**src/rtl/mips_prog_loader.sv**
```systemverilog
// Framed byte-stream program loader and register dumper for the MIPS_32 core:
// loads big-endian words into instruction memory, starts the core, then streams R0..R(DUMP_REGS-1) out.
module mips_prog_loader #(
  parameter int          ADDR_W    = 10,
  parameter int          DUMP_REGS = 6,
  parameter logic [7:0]  HDR       = 8'hA5
) (
  input  logic              clk1,
  input  logic              rst,
  input  logic [7:0]        rx_data,
  input  logic              rx_valid,
  output logic              rx_ready,
  output logic              mem_we,
  output logic [ADDR_W-1:0] mem_addr,
  output logic [31:0]       mem_wdata,
  output logic              core_start,
  input  logic              core_halted,
  output logic [4:0]        reg_raddr,
  input  logic [31:0]       reg_rdata,
  output logic [7:0]        tx_data,
  output logic              tx_valid,
  input  logic              tx_ready,
  output logic              busy,
  output logic              err
);

  typedef enum logic [2:0] {
    S_IDLE, S_LEN, S_DATA, S_CSUM, S_START, S_RUN, S_DUMP_RD, S_DUMP_TX
  } state_t;

  localparam logic [4:0]        LAST_REG = 5'(DUMP_REGS - 1);
  localparam logic [ADDR_W-1:0] ONE_ADDR = {{(ADDR_W-1){1'b0}}, 1'b1};

  state_t            state;
  logic [7:0]        nlast;
  logic [7:0]        wcnt;
  logic [7:0]        sum;
  logic [1:0]        bcnt;
  logic [23:0]       word_acc;
  logic [23:0]       shreg;
  logic [ADDR_W-1:0] widx;
  logic              rx_acc;
  logic              tx_acc;

  assign rx_acc = rx_valid & rx_ready;
  assign tx_acc = tx_valid & tx_ready;

  always_ff @(posedge clk1 or posedge rst) begin
    if (rst) begin
      state      <= S_IDLE;
      rx_ready   <= 1'b0;
      mem_we     <= 1'b0;
      mem_addr   <= '0;
      mem_wdata  <= '0;
      core_start <= 1'b0;
      reg_raddr  <= '0;
      tx_data    <= '0;
      tx_valid   <= 1'b0;
      busy       <= 1'b0;
      err        <= 1'b0;
      nlast      <= '0;
      wcnt       <= '0;
      sum        <= '0;
      bcnt       <= '0;
      word_acc   <= '0;
      shreg      <= '0;
      widx       <= '0;
    end else begin
      mem_we     <= 1'b0;
      core_start <= 1'b0;
      case (state)
        S_IDLE: begin
          rx_ready <= 1'b1;
          busy     <= 1'b0;
          if (rx_acc && rx_data == HDR) begin
            state <= S_LEN;
            busy  <= 1'b1;
            err   <= 1'b0;
            sum   <= '0;
            widx  <= '0;
            wcnt  <= '0;
            bcnt  <= '0;
          end
        end
        S_LEN: begin
          if (rx_acc) begin
            nlast <= rx_data - 8'd1;
            if (rx_data == 8'd0) begin
              err   <= 1'b1;
              busy  <= 1'b0;
              state <= S_IDLE;
            end else begin
              state <= S_DATA;
            end
          end
        end
        // Bytes arrive MSB first; the write issues the cycle after the 4th byte.
        S_DATA: begin
          if (rx_acc) begin
            sum      <= sum + rx_data;
            word_acc <= {word_acc[15:0], rx_data};
            bcnt     <= bcnt + 2'd1;
            if (bcnt == 2'd3) begin
              mem_we    <= 1'b1;
              mem_addr  <= widx;
              mem_wdata <= {word_acc, rx_data};
              widx      <= widx + ONE_ADDR;
              wcnt      <= wcnt + 8'd1;
              if (wcnt == nlast) state <= S_CSUM;
            end
          end
        end
        S_CSUM: begin
          if (rx_acc) begin
            if (rx_data == sum) begin
              rx_ready   <= 1'b0;
              core_start <= 1'b1;
              state      <= S_START;
            end else begin
              err   <= 1'b1;
              busy  <= 1'b0;
              state <= S_IDLE;
            end
          end
        end
        S_START: state <= S_RUN;
        S_RUN: begin
          if (core_halted) begin
            reg_raddr <= '0;
            state     <= S_DUMP_RD;
          end
        end
        S_DUMP_RD: begin
          tx_data  <= reg_rdata[31:24];
          shreg    <= reg_rdata[23:0];
          tx_valid <= 1'b1;
          bcnt     <= '0;
          state    <= S_DUMP_TX;
        end
        // tx_data/tx_valid only move on an accepted byte, so they hold while stalled.
        S_DUMP_TX: begin
          if (tx_acc) begin
            bcnt <= bcnt + 2'd1;
            if (bcnt == 2'd3) begin
              tx_valid <= 1'b0;
              if (reg_raddr == LAST_REG) begin
                busy     <= 1'b0;
                rx_ready <= 1'b1;
                state    <= S_IDLE;
              end else begin
                reg_raddr <= reg_raddr + 5'd1;
                state     <= S_DUMP_RD;
              end
            end else begin
              tx_data <= shreg[23:16];
              shreg   <= {shreg[15:0], 8'h00};
            end
          end
        end
        default: state <= S_IDLE;
      endcase
    end
  end

endmodule

```
**config.mk**
```make
export PLATFORM = sky130hd
export DESIGN_NAME = mips_prog_loader
export DESIGN_NICKNAME = d
export VERILOG_FILES = /design/src/rtl/mips_prog_loader.sv
export SDC_FILE = /design/constraint.sdc
export NUM_CORES = 1
export LEC_CHECK = 0
export ABC_AREA = 1
export ABC_CLOCK_PERIOD_IN_PS = 7000
export BUFFER_PORTS_ARGS = -buffer_cell sky130_fd_sc_hd__buf_2
export CAP_MARGIN = 0
export CORE_MARGIN = 2
export CORE_UTILIZATION = 40
export CTS_BUF_LIST = sky130_fd_sc_hd__clkbuf_4
export CTS_CLUSTER_DIAMETER = 120
export DETAILED_ROUTE_END_ITERATION = 16
export GPL_TIMING_DRIVEN = 0
export MAX_ROUTING_LAYER = met4
export PLACE_DENSITY_LB_ADDON = 0.08
export SYNTH_ARGS = -nofsm -noshare
export SYNTH_HDL_FRONTEND = slang
export SYNTH_SLANG_ARGS = --single-unit
```
**constraint.sdc**
```tcl
create_clock -name clk1 -period 7 [get_ports clk1]
set_input_delay 1.05 -clock clk1 [delete_from_list [all_inputs] [get_ports clk1]]
set_output_delay 1.05 -clock clk1 [all_outputs]
set_load 0.1 [all_outputs]
```
==> run summary <==
Mapped Nets -> 930
global route total overflow -> 0
min Tclk post-route -> 2535 ps
Reg clk slew, reported paths -> 130 ps
startpoint class of the critical path -> flop
number of library cell types mapped by synthesis -> 36
status -> finished clean
sequential share of power -> 41.0%
hold endpoint -> busy
setup bufs post-CTS -> 0
register area share after synthesis -> 52.11%
endpoints failing setup -> 0
Tcrit/Tclk final -> 36.22%
Pins Over Slew Limit -> 0
Routed met2 length -> 8438 um
I/O Buffers -> 105
Worst path slowest cell -> dfrtp_1
wire length per cell -> 14.52 um
DRT met1 WL -> 8688 um
Detailed Place HPWL -> 12930 um
combinational power share -> 35.4%
pwr/cell area -> 323.6 mW/mm2
Clock Skew -> 22.57 ps
root buffer cell -> clkbuf_4
number of synthesized register bits -> 148
vias per std cell -> 4.937
Int Pwr -> 1.537 mW
share of cells above drive strength 1 -> 17.28%
cells after synthesis -> 869
Die Y-Extent -> 137.3 um
Avg Cell Area, Syn -> 8.178 um2
total CTS buffers -> 17
WP data required -> 5950 ps
Residual DRC -> 0
Hold Fails Final Rpt -> 0
FF-to-FF End -> mem_wdata[6]
CTS tree -> yes
Core Footprint -> 0.01736 mm2
Top FF cell, synth -> dfrtp_1
Antenna Nets Post-Route -> 0
hold path startpoint -> busy
DRT iter0 DRCs -> 282
Crit Path Max Fanout -> 6
WP buf/inv -> 1
Routed Wire Length -> 17900 um
r2r setup slk -> 4880 ps
Hold WC Path Type -> flop to flop
gr usage total -> 20.90%
Crit. End Element -> primary output
CP delay by family, top -> flip-flops
Max Clk Rate -> 394.5 MHz
Sw Ratio -> 42.66%
LEAKAGE -> 4.192 nW
largest net degree at the start of global routing -> 84
# rows -> 48
Max stage delay on crit path -> 470 ps
Die X -> 137.3 um
hold path cells -> 2
clock buffer depth -> 2
EDFF count, synth -> 0
RSZ-0062 raised after global routing -> false
hold buffer count at CTS -> 0
worst path arrival time -> 1490 ps
Max IR drop VDD -> 0.1891 mV
vias in the first global route -> 5897
setup tns final -> 0 ps
Setup CP Type -> flop to primary output
vias -> 6087
clock share of power -> 23.6%
1st-pass router iterations -> 5
placer congestion estimate -> 0.8308
full die area -> 0.01885 mm2
synth-to-layout area growth -> 16.55%
R2R Path Start -> state[0]
P_sw -> 1.143 mW
CP cell instances -> buf_2
worst-margin pin slew -> 775.0 ps
Ys Warns -> 0
clk sinks -> 148
Post-Synthesis Cell Area -> 0.007107 mm2
Slew HR -> 48.33%
nets@finish -> 1055
I/O Pins -> 106
number of fillers in the final layout -> 1769
post-cts sizing count -> 0
Reg2Reg Depth -> 10
max cap viols -> 0
first-pass GRT wire length -> 29760 um
H-tree Lvls -> 4
final core occ -> 47.72%
worst skew pair latency -> 550 ps
Async S/R FF share, synth -> 100.0%
met3 wire len -> 599 um
initial antenna violation count -> 1
initial core utilization -> 40.95%
top routing layer in use -> met4
-- routing by layer --
layer	GRT usage, %	vias up
li1	-	3067
met1	27.95	2879
met2	32.89	124
met3	3.422	17
met4	6.186	0
met5	-	-
-- synth_stat cells (4+ instances only) --
master    instances  area [um2]
nand2_1         262       983.4
dfrtp_1         148        3704
o21ai_0         112       560.5
inv_1            89       334.1
nand3_1          55       275.3
nor2_1           55       206.5
a21oi_1          16       80.08
ha_1             15       187.7
buf_2            13       65.06
clkbuf_1         13       48.80
a31oi_1          11       68.82
nand4_1          11       68.82
xor2_1            9       78.83
o211ai_1          8       60.06
xnor2_1           6       52.55
buf_4             5       37.54
nand2_2           5       31.28
o21ai_1           5       25.02
o31ai_1           5       37.54
nor2_4            4       45.04
nor3_1            4       20.02
-- placed cells by master, fill, tap and decap left out, types with 2 or more instances in the layout --
cell	synthesis	layout
o21ai_0	112	112
clkinvlp_4	0	2
nor2_1	55	55
nand4_1	11	11
nor2_2	2	2
a31oi_1	11	11
o31ai_1	5	5
nor3_1	4	4
inv_6	0	5
xnor2_1	6	6
buf_2	13	118
nor2_4	4	4
clkbuf_4	0	18
nand3_1	55	55
ha_1	15	15
buf_4	5	5
xor2_1	9	9
nand2_1	262	262
inv_1	89	88
o21ai_1	5	5
a21oi_1	16	16
nand2_2	5	5
inv_2	3	3
clkinv_1	1	2
clkbuf_1	13	13
dfrtp_1	148	148
o211ai_1	8	8
bufinv_16	0	4
-- power groups by stage --
stage	clock network (mW)	logic [mW]	registers (mW)
global placement	0	0.949	1.12
detailed placement	0	0.958	1.12
CTS	0.648	0.961	1.10
finish	0.632	0.949	1.10
floorplan	0	0.469	1.38
global route	0.685	1.06	1.12
-- through the flow --
step                      total power, mW  worst slack (ps)  area [um2]  hold WS [ps]  cells
final                               2.680              4465        8283         487.1   1233
after global routing                2.865              4373        8283         506.6   1233
after CTS                           2.709              4408        8280         494.5   1232
after detailed placement            2.076              4186        7946         459.3   1200
after global placement              2.064             6.291        7914         458.7   1199
after floorplan                     1.846              1970        7107         442.2    869
-- final cells by class --
class / instances / area (um2) / area share (%)
clock inverters: 14 / 198.9 / 2.402
plain buffers: 33 / 167.7 / 2.024
well taps: 225 / 281.5 / 3.399
inverters: 93 / 354.1 / 4.275
flip-flops and latches: 148 / 3704 / 44.71
clock buffers: 18 / 135.1 / 1.631
diodes: 1 / 2.502 / 0.03021
repair buffers: 106 / 553.0 / 6.677
multi-input cells: 595 / 2887 / 34.85
-- sequential cells by signal, summed over array words and instances (netlist names), 8 cells and up --
| signal | count |
|---|---|
| nlast | 8 |
| sum | 8 |
| tx_data | 8 |
| shreg | 24 |
| wcnt | 8 |
| mem_addr | 10 |
| word_acc | 24 |
| widx | 10 |
| mem_wdata | 32 |
-- cell families (layout without fill, tap and decap cells) --
| family | count (synthesis) | after routing | synth area share [%] |
|---|---|---|---|
| buffers and inverters | 126 | 264 | 7.271 |
| and+or+nand+nor | 402 | 402 | 23.49 |
| adders and majority gates | 16 | 16 | 2.923 |
| other | 0 | 1 | 0 |
| xor gates and xnor gates | 15 | 15 | 1.849 |
| AOI/OAI and AO/OA | 162 | 162 | 12.36 |
| DFF | 148 | 148 | 52.11 |
-- worst max-delay path by stage --
stage                 start            to  slack [ps]  cells past startpoint
6_report       reg_raddr[2]  reg_raddr[2]        4460                      1
3_3_place_gp            rst      rx_ready           6                      2
2_1_floorplan           rst       bcnt[0]        1970                      1
3_5_place_dp     rx_data[1]       wcnt[5]        4190                     13
5_1_grt        reg_raddr[2]  reg_raddr[2]        4370                      1
4_1_cts        reg_raddr[2]  reg_raddr[2]        4410                      1
(Power assumes the default switching activity.)
